--- config.mk ---
export PLATFORM = sky130hd
export DESIGN_NAME = serial_subtractor
export DESIGN_NICKNAME = d
export VERILOG_FILES = /design/src/rtl/serial_subtractor.sv
export SDC_FILE = /design/constraint.sdc
export NUM_CORES = 1
export LEC_CHECK = 0
export ABC_AREA = 1
export BUFFER_PORTS_ARGS = -buffer_cell sky130_fd_sc_hd__buf_4
export CELL_PAD_IN_SITES_DETAIL_PLACEMENT = 0
export CELL_PAD_IN_SITES_GLOBAL_PLACEMENT = 1
export CORE_MARGIN = 2
export CORE_UTILIZATION = 43
export CTS_CLUSTER_SIZE = 28
export DETAILED_ROUTE_END_ITERATION = 8
export PLACE_DENSITY = 0.92
export SYNTH_ARGS = -nofsm -noshare
export SYNTH_HDL_FRONTEND = slang
export SYNTH_SLANG_ARGS = --single-unit
--- constraint.sdc ---
create_clock -name clock -period 4.1 [get_ports clock]
set_input_delay 0.41 -clock clock [delete_from_list [all_inputs] [get_ports clock]]
set_output_delay 0.41 -clock clock [all_outputs]
set_load 0.01 [all_outputs]
--- src/rtl/serial_subtractor.sv ---
`default_nettype none
// ============================================================================
//  Module      : serial_subtractor
//  Description : Bit-serial WIDTH-bit subtractor computing a - b - bin, one
//                bit per clock, LSB first, with one full-subtractor cell and
//                a registered borrow. Start/done handshake for a controller.
//  Revision    : 1.0 - initial release
// ============================================================================
module serial_subtractor #(
    parameter int WIDTH = 4
) (
    input  logic             clock,
    input  logic             resetn,
    input  logic             start,
    input  logic [WIDTH-1:0] a,
    input  logic [WIDTH-1:0] b,
    input  logic             bin,
    output logic             busy,
    output logic             done,
    output logic [WIDTH-1:0] diff,
    output logic             bout,
    output logic             ovf
);

    localparam int                 c_CNT_W = $clog2(WIDTH) + 1;
    localparam logic [c_CNT_W-1:0] c_LAST  = c_CNT_W'(WIDTH - 1);
    localparam logic [c_CNT_W-1:0] c_ONE   = c_CNT_W'(1);

    typedef enum logic [1:0] {
        S_IDLE = 2'd0,
        S_RUN  = 2'd1,
        S_DONE = 2'd2
    } state_t;

    state_t             r_state;
    state_t             w_state_next;

    logic [WIDTH-1:0]   r_a_sh;
    logic [WIDTH-1:0]   r_b_sh;
    logic [WIDTH-1:0]   r_res;
    logic               r_borrow;
    logic [c_CNT_W-1:0] r_cnt;
    logic               r_a_msb;
    logic               r_b_msb;
    logic [WIDTH-1:0]   r_diff;
    logic               r_bout;
    logic               r_ovf;

    logic               w_x;
    logic               w_y;
    logic               w_d;
    logic               w_borrow_next;
    logic               w_last;
    logic [WIDTH-1:0]   w_res_next;

    // Full-subtractor cell on the current LSBs and the running borrow
    always_comb begin
        w_x           = r_a_sh[0];
        w_y           = r_b_sh[0];
        w_d           = w_x ^ w_y ^ r_borrow;
        w_borrow_next = (~w_x & w_y) | (~(w_x ^ w_y) & r_borrow);
        w_res_next    = {w_d, r_res[WIDTH-1:1]};
        w_last        = (r_cnt == c_LAST);
    end

    // State register
    always_ff @(posedge clock or negedge resetn) begin
        if (!resetn) begin
            r_state <= S_IDLE;
        end else begin
            r_state <= w_state_next;
        end
    end

    // Next-state decode: start is only honoured from IDLE
    always_comb begin
        w_state_next = r_state;
        case (r_state)
            S_IDLE:  if (start)  w_state_next = S_RUN;
            S_RUN:   if (w_last) w_state_next = S_DONE;
            S_DONE:  w_state_next = S_IDLE;
            default: w_state_next = S_IDLE;
        endcase
    end

    // Operand capture, serial shifting and final result write-back
    always_ff @(posedge clock or negedge resetn) begin
        if (!resetn) begin
            r_a_sh   <= '0;
            r_b_sh   <= '0;
            r_res    <= '0;
            r_borrow <= 1'b0;
            r_cnt    <= '0;
            r_a_msb  <= 1'b0;
            r_b_msb  <= 1'b0;
            r_diff   <= '0;
            r_bout   <= 1'b0;
            r_ovf    <= 1'b0;
        end else begin
            case (r_state)
                S_IDLE: begin
                    if (start) begin
                        r_a_sh   <= a;
                        r_b_sh   <= b;
                        r_borrow <= bin;
                        r_cnt    <= '0;
                        r_a_msb  <= a[WIDTH-1];
                        r_b_msb  <= b[WIDTH-1];
                    end
                end
                S_RUN: begin
                    r_a_sh   <= {1'b0, r_a_sh[WIDTH-1:1]};
                    r_b_sh   <= {1'b0, r_b_sh[WIDTH-1:1]};
                    r_borrow <= w_borrow_next;
                    r_res    <= w_res_next;
                    r_cnt    <= r_cnt + c_ONE;
                    // Visible outputs change only once the whole word is known
                    if (w_last) begin
                        r_diff <= w_res_next;
                        r_bout <= w_borrow_next;
                        r_ovf  <= (r_a_msb != r_b_msb) & (w_d != r_a_msb);
                    end
                end
                default: begin
                end
            endcase
        end
    end

    assign busy = (r_state != S_IDLE);
    assign done = (r_state == S_DONE);
    assign diff = r_diff;
    assign bout = r_bout;
    assign ovf  = r_ovf;

endmodule
`default_nettype wire

======== Yosys cells after proc, flatten, opt, wreduce, memory -nomap -nowiden ========
Cells that the tools add are included.
cells by class
  muxes and demuxes ....................... 11
  equal/unequal tests ..................... 7
  reductions and logical operators ........ 7
  bitwise gates (word level) .............. 8
  $add $sub $neg .......................... 1
operators with widths
  cell                                           number
  case mux 4 bit (2 select lines)                2
  two-way mux 4 bit                              2
  AND reduction 2 bit                            4
  case mux 3 bit (2 select lines)                1
  two-way mux 2 bit                              2
  inequality test 2 bit, second input constant   2
  case mux 2 bit (2 select lines)                1
  nonzero test 2 bit                             2
  adder 3 x 1 -> 3 bit, second input constant    1
  AND 1 bit                                      3
  == test 3 x 2 -> 1 bit, second input constant  1
  two-way mux 3 bit                              1
  == test 2 x 1 -> 1 bit, second input constant  1
  == test 2 bit, second input constant           1
  zero test 2 bit                                1
  inequality test 1 bit                          2
  NOT 1 bit                                      2
  case mux 1 bit (2 select lines)                1
  XOR 1 bit                                      2
  two-way mux 1 bit                              1
  OR 1 bit                                       1
word-level totals
  register bits after elaboration ......... 26
  output and inout bits ................... 8
  word-level logic and storage cells ...... 45

======== Longest topological paths before layout ========
  depth after elaboration ................. 5
  gate-level depth with buffers ........... 7
  mapped depth without buffers ............ 7

======== Worst setup path after synthesis ========
No wires, ideal clock.
  kind .................................... reg-to-reg
  from .................................... register r_a_sh[0]
  to ...................................... register r_ovf, in the netlist ovf
  stages on the path, launching flop included .. 7
  path buffers ............................ 0
  slack ................................... 2.811 ns
  period minus slack after synthesis ...... 1.289 ns
  data arrival time ....................... 1.172 ns
  cell sequence ........................... dfrtp_1 > fa_1 > inv_1 > nand3_1 > nand2_1 > nand2_1 > nand2_1
between the ends
  cells in the longest elaborated chain, start to end .. 4
ends and longest elaborated chain
  item                    line  RTL
  from (decl)             38    logic [WIDTH-1:0] r_a_sh;
  from (signal assigned)  112   r_a_sh <= {1'b0, r_a_sh[WIDTH-1:1]};
  XOR 1 bit (2 in a row)  60    w_d = w_x ^ w_y ^ r_borrow;
  net w_d                 51    logic w_d;
  inequality test 1 bit   121   r_ovf <= (r_a_msb != r_b_msb) & (w_d != r_a_msb);
  AND 1 bit               121
  to (signal assigned)    121
  to (decl)               47    logic r_ovf;
The timed path passes the listed nets, and every way through them passes these cells.
A chain may end at the register's enable or synchronous reset.

======== Final worst setup path ========
  from .................................... register r_state[0]
  to ...................................... output port busy
between the ends
  cells in the longest elaborated chain, start to end .. 1
ends and longest elaborated chain
  item                    line  RTL
  from (decl)             35    state_t r_state;
  from (signal assigned)  71    r_state <= w_state_next;
  nonzero test 2 bit      130   assign busy = (r_state != S_IDLE);
  to (decl)               18    output logic busy,
No other way between the ends.

==> flow_summary.yaml <==
clocking:
  cts_sinks: 25
  cts_made_buffers: 3
  post_cts_resized: 0
  cts_buffer_depth: 2
  cts.clk_slew.worst_paths_ps: 140
  htreeDepth: 1
  clk_latency_ps: 320
  cts_root_buffer: "clkbuf_4"
  cts_tree: "built"
logic_synthesis:
  ys_ff_latch: 25
  syn_area_um2: 1140
  synth_xor_area_frac: 0
  synth_top_family_by_area: "simple AND/OR/NAND/NOR gates"
  ys_seq_area_frac: 0.547
  synthSimpleGateAreaFrac: 0.263
  yosys.area.top_type: "dfrtp_1"
  synth_fp_nets: 149
  synth_fa_ha_area_frac: 0.0394
  synth_compound_area_frac: 0.0689
  yosysTopAreaCellShare: 0.547
  synth.distinct_cells: 15
  synth_area_per_cell_um2: 8.53
  synthMuxAreaShare: 0
  synthTopCellsByArea: "dfrtp_1, nand2_1, inv_1"
  yosysWarnings: 0
  syn_inst: 134
layout:
  drive_gt1_frac: 0.187
  design_area_um2: 1330
  diodes: 0
  final_cell_mix: "nand2_1, dfrtp_1, buf_4, inv_1"
  fin_nets: 171
  syn2layout_area_growth_pct: 16.3
  final_common_cell: "nand2_1"
setup_path:
  cpPeakStageDelay_ps: 550
  worst-path-buf-inv: 2
  crit_path_max_fanout: 11
  critical_path_arrival_ps: 1280
  crit_slowest_cell: "dfrtp_1"
  endpoint_kind: "output port"
  r2r_cells: 4
  crit_required_ps: 3690
  path_class: "register to output port"
  start_kind: "register"
  worst-path-stages: 3
  cp_top_family: "flip-flops"
  path_cells: "nor2_1 -> inv_1 -> buf_4"
routing:
  ant_nets: 0
  top_layer: "met4"
  wl_met1_um: 961
  wl_met3_um: 87
  drc: 0
  drtIter0Drc: 21
  avgRoutedWirePerCell_um: 11.1
  viasPerCell: 4.85
  drt-total-wl_um: 2050
  wl_met2_um: 995
  dr.pass1.iters: 4
  num_vias: 897
place:
  hpwl_um: 1580
  io_buffer_count: 19
  dpl-instance-area_um2: 1290
  post-place-ws_ps: 2600
  gp_congestion: 0.763
sta:
  maxSlewHeadroom: 0.664
  fin_tns_setup_ps: 0
  timing.final.crit_share: 0.413
  hold_viol: 0
  period_needed_ps: 1690
  clock_skew_ps: 13.3
  layout_setup_ws_ps: 2410
  timing.fmax_ghz: 0.590
  tightest_slew_ps: 504
  setup_viol: 0
  slew_viol_final: 0
  grt_setup_unrepaired: "false"
grt:
  grt_pass1_wl_um: 3640
  grt_use_total: 0.148
  grt_pass1_vias: 829
  grt_max_degree: 26
  antenna_found_initial: 0
  grt-ovfl-total: 0
run_status:
  status: "complete, no violations"
flow_run:
  drv_cap: 0
pwr:
  leakage_nw: 0.719
  p_per_area_nw_per_um2: 723
  vdd_drop_max_uv: 385
  p_total_uw: 962
floorplanning:
  start_util: 0.457
  floorplan.core_area_um2: 2500
  ioPinCount: 20
  die_w_um: 55.6
  die_area_um2: 3090
  die_h_um: 55.6
  fp-row-count: 18
worst_hold_path:
  min_path_cells: 3
  hp-class: "input pin to register"
worst paths after layout:
check | endpoint | start | slack (ps)
setup / recovery | busy | r_state[0] | 2410
hold / removal | r_b_sh[3] | b[3] | 350
setup reg to reg | r_a_sh[1] | r_state[0] | 2560
hold reg to reg | diff[0] | r_res[1] | 490
max in group asynchronous | r_res[1] | resetn | 3360
min in group asynchronous | r_b_sh[0] | resetn | 500
through the flow:
| stage | utilization | hold slack (ps) | std cells |
|---|---|---|---|
| final | 0.532 | 347 | 185 |
| after global routing | 0.532 | 350 | 185 |
| after CTS | 0.532 | 341 | 185 |
| after detailed placement | 0.516 | 330 | 180 |
| after global placement | 0.516 | 327 | 180 |
| after floorplan | - | 114 | 134 |
state kept, by name (all words and copies together), names as in the netlist:
| signal | count |
|---|---|
| r_borrow | 1 |
| diff | 4 |
| ovf | 1 |
| r_res | 3 |
| bout | 1 |
| r_state | 2 |
| r_a_msb | 1 |
| r_cnt | 3 |
| r_b_msb | 1 |
| r_b_sh | 4 |
| r_a_sh | 4 |
logic make-up (layout without fill, tap and decap cells):
group                    Yosys count  count (layout)
AND/OR/NAND/NOR                   72              72
flip-flops                        25              25
buffers and inverters             19              40
AO/OA/AOI/OAI                     15              15
adder cells (fa/ha/maj)            3               3
per-layer routing:
layer  track usage  vias to the layer above
met5             0                        -
met4        0.0314                        0
met3        0.0442                        2
met2         0.241                       15
met1         0.197                      421
li1              -                      459
cell usage after synthesis:
master / count
nor2_1: 3
fa_1: 1
nor2_4: 1
o21ai_0: 10
ha_1: 2
nand2_1: 56
inv_1: 14
o21ai_2: 1
dfrtp_1: 25
inv_2: 2
o21ai_1: 4
buf_6: 3
nand2_4: 1
nand3_1: 10
nand2_2: 1
tightest hold or removal path: stages:
cell and delay (ps):
buf_4 110, inv_1 50, o21ai_0 80
area by class of cell:
cell class	count	area, µm²
repair buffers	20	153
flip-flops and latches	25	626
well taps	30	37.5
inverters	16	60.1
clock inverters	1	7.51
fillers	252	1170
clock buffers	3	22.5
multi-input cells	90	424
where the power goes:
group	switching [mW]	total [mW]	internal, mW
sequential	0.0799	0.435	0.355
combinational	0.248	0.417	0.169
clock	0.0729	0.110	0.0373
total	0.401	0.962	0.561
what timing repair did:
| action | CTS | global route |
|---|---|---|
| hold endpoints to repair | 25 | 0 |
| hold buffers | 1 | 0 |
| buffers inserted | 0 | 0 |
| endpoints found under the setup margin | 0 | 0 |
Note: power is estimated with default switching activity, not from simulation.
